===== src/rtl/kicker_pkg.sv =====
// Shared types and default sizing for the solenoid kicker controller.
package kicker_pkg;

  typedef enum logic [1:0] {
    IDLE = 2'd0,
    KICK = 2'd1,
    COOL = 2'd2
  } kick_state_e;

  localparam int N_CH_DEF  = 2;
  localparam int CNT_W_DEF = 24;

endpackage


===== src/rtl/kicker_chan.sv =====
// One kicker channel: enable synchroniser, rise detector, IDLE/KICK/COOL FSM
// and a shared down-counter for pulse and cooldown timing.
module kicker_chan
  import kicker_pkg::*;
#(
  parameter int CNT_W = CNT_W_DEF
) (
  input  logic             clk,
  input  logic             rst_n,
  input  logic             enable_i,
  input  logic             arm_i,
  input  logic [CNT_W-1:0] pulse_len_i,
  input  logic [CNT_W-1:0] cool_len_i,
  input  logic             clr_fault_i,
  output logic             kick_o,
  output logic             busy_o,
  output logic             done_o,
  output logic             fault_o
);

  logic             meta_q, sync_q1, sync_q2;
  kick_state_e      state_q;
  logic [CNT_W-1:0] cnt_q;
  logic             kick_q, busy_q, done_q, fault_q;
  logic             rise;
  logic             set_fault;
  logic [CNT_W-1:0] pulse_load;

  assign rise       = sync_q1 & ~sync_q2;
  assign pulse_load = (pulse_len_i == '0) ? CNT_W'(1) : pulse_len_i;
  // A rise during the final COOL cycle is still seen in COOL, so it is rejected.
  assign set_fault  = (rise && (state_q != IDLE || !arm_i)) ||
                      (state_q == KICK && !arm_i);

  always_ff @(posedge clk or negedge rst_n) begin
    if (!rst_n) begin
      meta_q  <= 1'b0;
      sync_q1 <= 1'b0;
      sync_q2 <= 1'b0;
    end else begin
      meta_q  <= enable_i;
      sync_q1 <= meta_q;
      sync_q2 <= sync_q1;
    end
  end

  always_ff @(posedge clk or negedge rst_n) begin
    if (!rst_n) begin
      state_q <= IDLE;
      cnt_q   <= '0;
      kick_q  <= 1'b0;
      busy_q  <= 1'b0;
      done_q  <= 1'b0;
      fault_q <= 1'b0;
    end else begin
      done_q  <= 1'b0;
      fault_q <= set_fault | (fault_q & ~clr_fault_i);
      unique case (state_q)
        IDLE: begin
          if (rise && arm_i) begin
            state_q <= KICK;
            cnt_q   <= pulse_load;
            kick_q  <= 1'b1;
            busy_q  <= 1'b1;
          end
        end
        KICK: begin
          if (!arm_i || cnt_q == CNT_W'(1)) begin
            kick_q <= 1'b0;
            if (cool_len_i == '0) begin
              state_q <= IDLE;
              cnt_q   <= '0;
              busy_q  <= 1'b0;
              done_q  <= 1'b1;
            end else begin
              state_q <= COOL;
              cnt_q   <= cool_len_i;
            end
          end else begin
            cnt_q <= cnt_q - CNT_W'(1);
          end
        end
        COOL: begin
          if (cnt_q == CNT_W'(1)) begin
            state_q <= IDLE;
            cnt_q   <= '0;
            busy_q  <= 1'b0;
            done_q  <= 1'b1;
          end else begin
            cnt_q <= cnt_q - CNT_W'(1);
          end
        end
        default: begin
          state_q <= IDLE;
          cnt_q   <= '0;
          kick_q  <= 1'b0;
          busy_q  <= 1'b0;
        end
      endcase
    end
  end

  assign kick_o  = kick_q;
  assign busy_o  = busy_q;
  assign done_o  = done_q;
  assign fault_o = fault_q;

endmodule


===== src/rtl/kicker_ctrl.sv =====
// Multi-channel solenoid kicker controller: N_CH independent kicker_chan
// instances sharing arm, pulse/cooldown lengths and fault clear.
module kicker_ctrl
  import kicker_pkg::*;
#(
  parameter int N_CH  = N_CH_DEF,
  parameter int CNT_W = CNT_W_DEF
) (
  input  logic             clk,
  input  logic             rst_n,
  input  logic [N_CH-1:0]  enable,
  input  logic             arm,
  input  logic [CNT_W-1:0] pulse_len,
  input  logic [CNT_W-1:0] cool_len,
  input  logic             clr_fault,
  output logic [N_CH-1:0]  kick,
  output logic [N_CH-1:0]  busy,
  output logic [N_CH-1:0]  done,
  output logic [N_CH-1:0]  fault
);

  for (genvar g = 0; g < N_CH; g++) begin : g_chan
    kicker_chan #(
      .CNT_W(CNT_W)
    ) u_chan (
      .clk        (clk),
      .rst_n      (rst_n),
      .enable_i   (enable[g]),
      .arm_i      (arm),
      .pulse_len_i(pulse_len),
      .cool_len_i (cool_len),
      .clr_fault_i(clr_fault),
      .kick_o     (kick[g]),
      .busy_o     (busy[g]),
      .done_o     (done[g]),
      .fault_o    (fault[g])
    );
  end

endmodule


===== config.mk =====
export PLATFORM = sky130hd
export DESIGN_NAME = kicker_ctrl
export DESIGN_NICKNAME = d
export VERILOG_FILES = /design/src/rtl/kicker_pkg.sv /design/src/rtl/kicker_chan.sv /design/src/rtl/kicker_ctrl.sv
export SDC_FILE = /design/constraint.sdc
export NUM_CORES = 1
export LEC_CHECK = 0
export ABC_AREA = 1
export CORE_MARGIN = 4
export CORE_UTILIZATION = 45
export DETAILED_ROUTE_END_ITERATION = 12
export PLACE_DENSITY = 0.74
export SKIP_CTS_REPAIR_TIMING = 1
export SYNTH_ARGS = -nofsm -noshare
export SYNTH_HDL_FRONTEND = slang
export SYNTH_SLANG_ARGS = --single-unit

===== constraint.sdc =====
create_clock -name clk -period 4.55 [get_ports clk]
set_input_delay 0.455 -clock clk [delete_from_list [all_inputs] [get_ports clk]]
set_output_delay 0.455 -clock clk [all_outputs]
set_load 0.02 [all_outputs]

==> flow_summary.toml <==
[global_routing]
grt_max_degree = 67
grt_pass1_vias = 5222
antenna_found_initial = 0
track_usage = 0.2109
grt_remaining_overflow = 0
grt_pass1_wl_mm = 25.24

[finish]
utilization = 0.5251
area_growth_pct = 13.77
antenna_cells = 0
layout-drive-gt1-share = 0.1033
finalNetCount = 1020
fin_cells = 1130

[critical_path]
worstRegToRegCells = 8
crit_path_end_kind = "flip-flop"
cp_cell_sequence = "inv_1 > ha_1 > nand2_1 > inv_2 > nor2_1 > buf_4 > nand2_1 > nand2_1"
r2r_slack_ps = 2120
required_ps = 4770
path_common_cell = "nand2_1"
crit_fanout = 28
slowest_delay_ps = 780
crit_start = "g_chan[1].u_chan.state_q[0]"
start_kind = "flip-flop"
setup.worst_path.class = "reg -> reg"
cp-endpoint = "g_chan[1].u_chan.cnt_q[22]"
r2r_end = "g_chan[1].u_chan.cnt_q[22]"
timing.rr.start = "g_chan[1].u_chan.state_q[0]"
arrival_ps = 2650
slowest_stage = "ha_1"

[cts]
clock_latency_ps = 340
cts_root_buf = "clkbuf_16"
cts_sinks = 66
numCtsBuffers = 9
clk_pin_slew_ps = 50
tritoncts = "built"
htree_levels = 3
cts_max_path_buffers = 2

[logic_synthesis]
synth_top_area_frac = 0.2813
ys_seq_area_frac = 0.2813
synth_async_sr_flop_share = 1.000
synthFlopType = "dfrtp_1"
synthCells = 914
yosys_warnings = 0
synth_top_area_cell = "dfrtp_1"
synthesis.nets = 980
synth_edf_count = 0
syn_area_um2 = 5872
yosysUniqueCellTypes = 35
syn_area_per_cell_um2 = 6.424
ys_top_cells_by_area = "dfrtp_1, nand2_1, nand3_2"
synth-seq-cells = 66

[detailed_routing]
ant_nets = 0
num_vias = 5509
viasPerCell = 4.875
drt_first_pass_iters = 5
drt_wl_total_mm = 15.35
wl_per_cell_um = 13.59
drc = 0
dr.first_iter.drc_count = 403

[floorplan]
design.die.area_um2 = 14940
initial_core_util = 0.4615
fp.dieH_um = 122.2
io_pins = 62
rows = 41
die_w_um = 122.2
core_area_um2 = 12720

[power]
powerDensity_nw_per_um2 = 643.8
ir_drop_v = 0.0002325
p_leak_nw = 3.502
power_w = 0.004301

[sta]
tightest_slew_ps = 936.7
min_period_ps = 2431
holdWs_ps = 315.2
skew_ps = 6.113
period_share = 0.5342
slew_viol_final = 0
finalHoldViolations = 0
rsz0062_at_grt = "false"
relSlewSlack = 0.3755
fmax_mhz = 411.4
setup_viol = 0
tns_ps = 0

[status]
status = "finished, final reports clean"

[place]
place.gp.congestion = 0.9272
io_buffers = 61
placed_cells = 1115
hpwl_mm = 11.24

[hold_path]
hp-class = "in -> async"

[job]
drv_cap = 0
## metrics by stage
stage	setup WS [ps]	instance area (um^2)
global placement	2148	6375
floorplan	2916	5872
finish	2119	6680
detailed placement	2105	6375
CTS	2109	6680
global route	1821	6680
## metal layers
metal  GRT usage  wire length [um]  up-vias  share of wire
met1      0.2771              6926     2481           0.45
met5           0                 0        -              0
met3     0.03502               734       30          0.048
met4     0.07978               392        0          0.026
li1            -                 -     2848              -
met2      0.3490              7301      150           0.48
## placed cells by master, fill, tap and decap left out, drive strengths merged, types with 4 or more instances in the layout
cell type | netlist | final
nand2 | 448 | 448
inv | 101 | 101
nor2 | 101 | 101
nand3 | 77 | 77
dfrtp | 66 | 66
clkdlybuf4s50 | 0 | 60
xnor2 | 15 | 15
xor2 | 13 | 13
clkbuf | 9 | 13
nand4 | 12 | 12
ha | 12 | 12
o21ai | 9 | 9
buf | 27 | 7
nor3 | 5 | 5
nor4 | 4 | 4
o211ai | 4 | 4
## cell type report
class,instances,area [um^2]
clock inverter,2,35.03
multi-input combinational,709,3478
sequential,66,1652
fill,1294,6042
inverter,101,379.1
timing repair buffer,67,650.6
clock buffer,13,270.3
tap,172,215.2
## worst min-delay path by stage
stage / from / endpoint / slack [ps] / cells after the start
final: rst_n / g_chan[0].u_chan.cnt_q[16] / 320 / 2
after floorplan: rst_n / g_chan[0].u_chan.busy_o / 160 / 0
after global routing: g_chan[1].u_chan.meta_q / g_chan[1].u_chan.sync_q1 / 350 / 0
after global placement: g_chan[1].u_chan.meta_q / g_chan[1].u_chan.sync_q1 / 330 / 0
after detailed placement: g_chan[0].u_chan.meta_q / g_chan[0].u_chan.sync_q1 / 340 / 0
after CTS: g_chan[0].u_chan.meta_q / g_chan[0].u_chan.sync_q1 / 350 / 0
## worst max-delay path, delay by kind of cell (launching register included)
kind / cells / cell delay, ps
fa+ha+maj: 1 / 780
buf+inv: 3 / 760
flops: 1 / 390
simple gates: 4 / 370
## logic make-up after synthesis
kind of cell	count (synthesis)	synth area share
AO/OA/AOI/OAI	21	0.02216
XOR/XNOR	28	0.04177
adder cells (fa/ha/maj)	12	0.02557
buffers and inverters	139	0.1264
flip-flops	66	0.2813
AND/OR/NAND/NOR	648	0.5029
## cells in the mapped netlist (3+ instances only)
| cell type | count |
|---|---|
| dfrtp_1 | 66 |
| clkbuf_8 | 4 |
| buf_2 | 3 |
| buf_12 | 4 |
| nand4_1 | 12 |
| inv_2 | 3 |
| nor2_4 | 5 |
| o21ai_0 | 9 |
| nor2_1 | 82 |
| nand2_2 | 7 |
| buf_4 | 11 |
| nand2_1 | 437 |
| inv_1 | 98 |
| nor2_2 | 13 |
| xor2_1 | 13 |
| xnor2_1 | 15 |
| buf_6 | 8 |
| nor3_1 | 4 |
| nor4_1 | 4 |
| nand3_1 | 33 |
| ha_1 | 12 |
| nand3_2 | 42 |
| o211ai_1 | 4 |
| clkbuf_1 | 5 |
| nand2_4 | 4 |
## registers in the layout (all words and copies together), names as in the netlist
signal / flops
g_chan.u_chan.sync_q1: 2
g_chan.u_chan.meta_q: 2
g_chan.u_chan.done_o: 2
g_chan.u_chan.fault_o: 2
g_chan.u_chan.kick_o: 2
g_chan.u_chan.cnt_q: 48
g_chan.u_chan.state_q: 4
g_chan.u_chan.sync_q2: 2
g_chan.u_chan.busy_o: 2
## where the power goes
| part | switching, W | internal [W] |
|---|---|---|
| registers | 0.000249 | 0.000816 |
| logic | 0.00167 | 0.000847 |
| clock network | 0.000253 | 0.000465 |
| total | 0.00217 | 0.00213 |
Power figures use the tool's default switching activity.
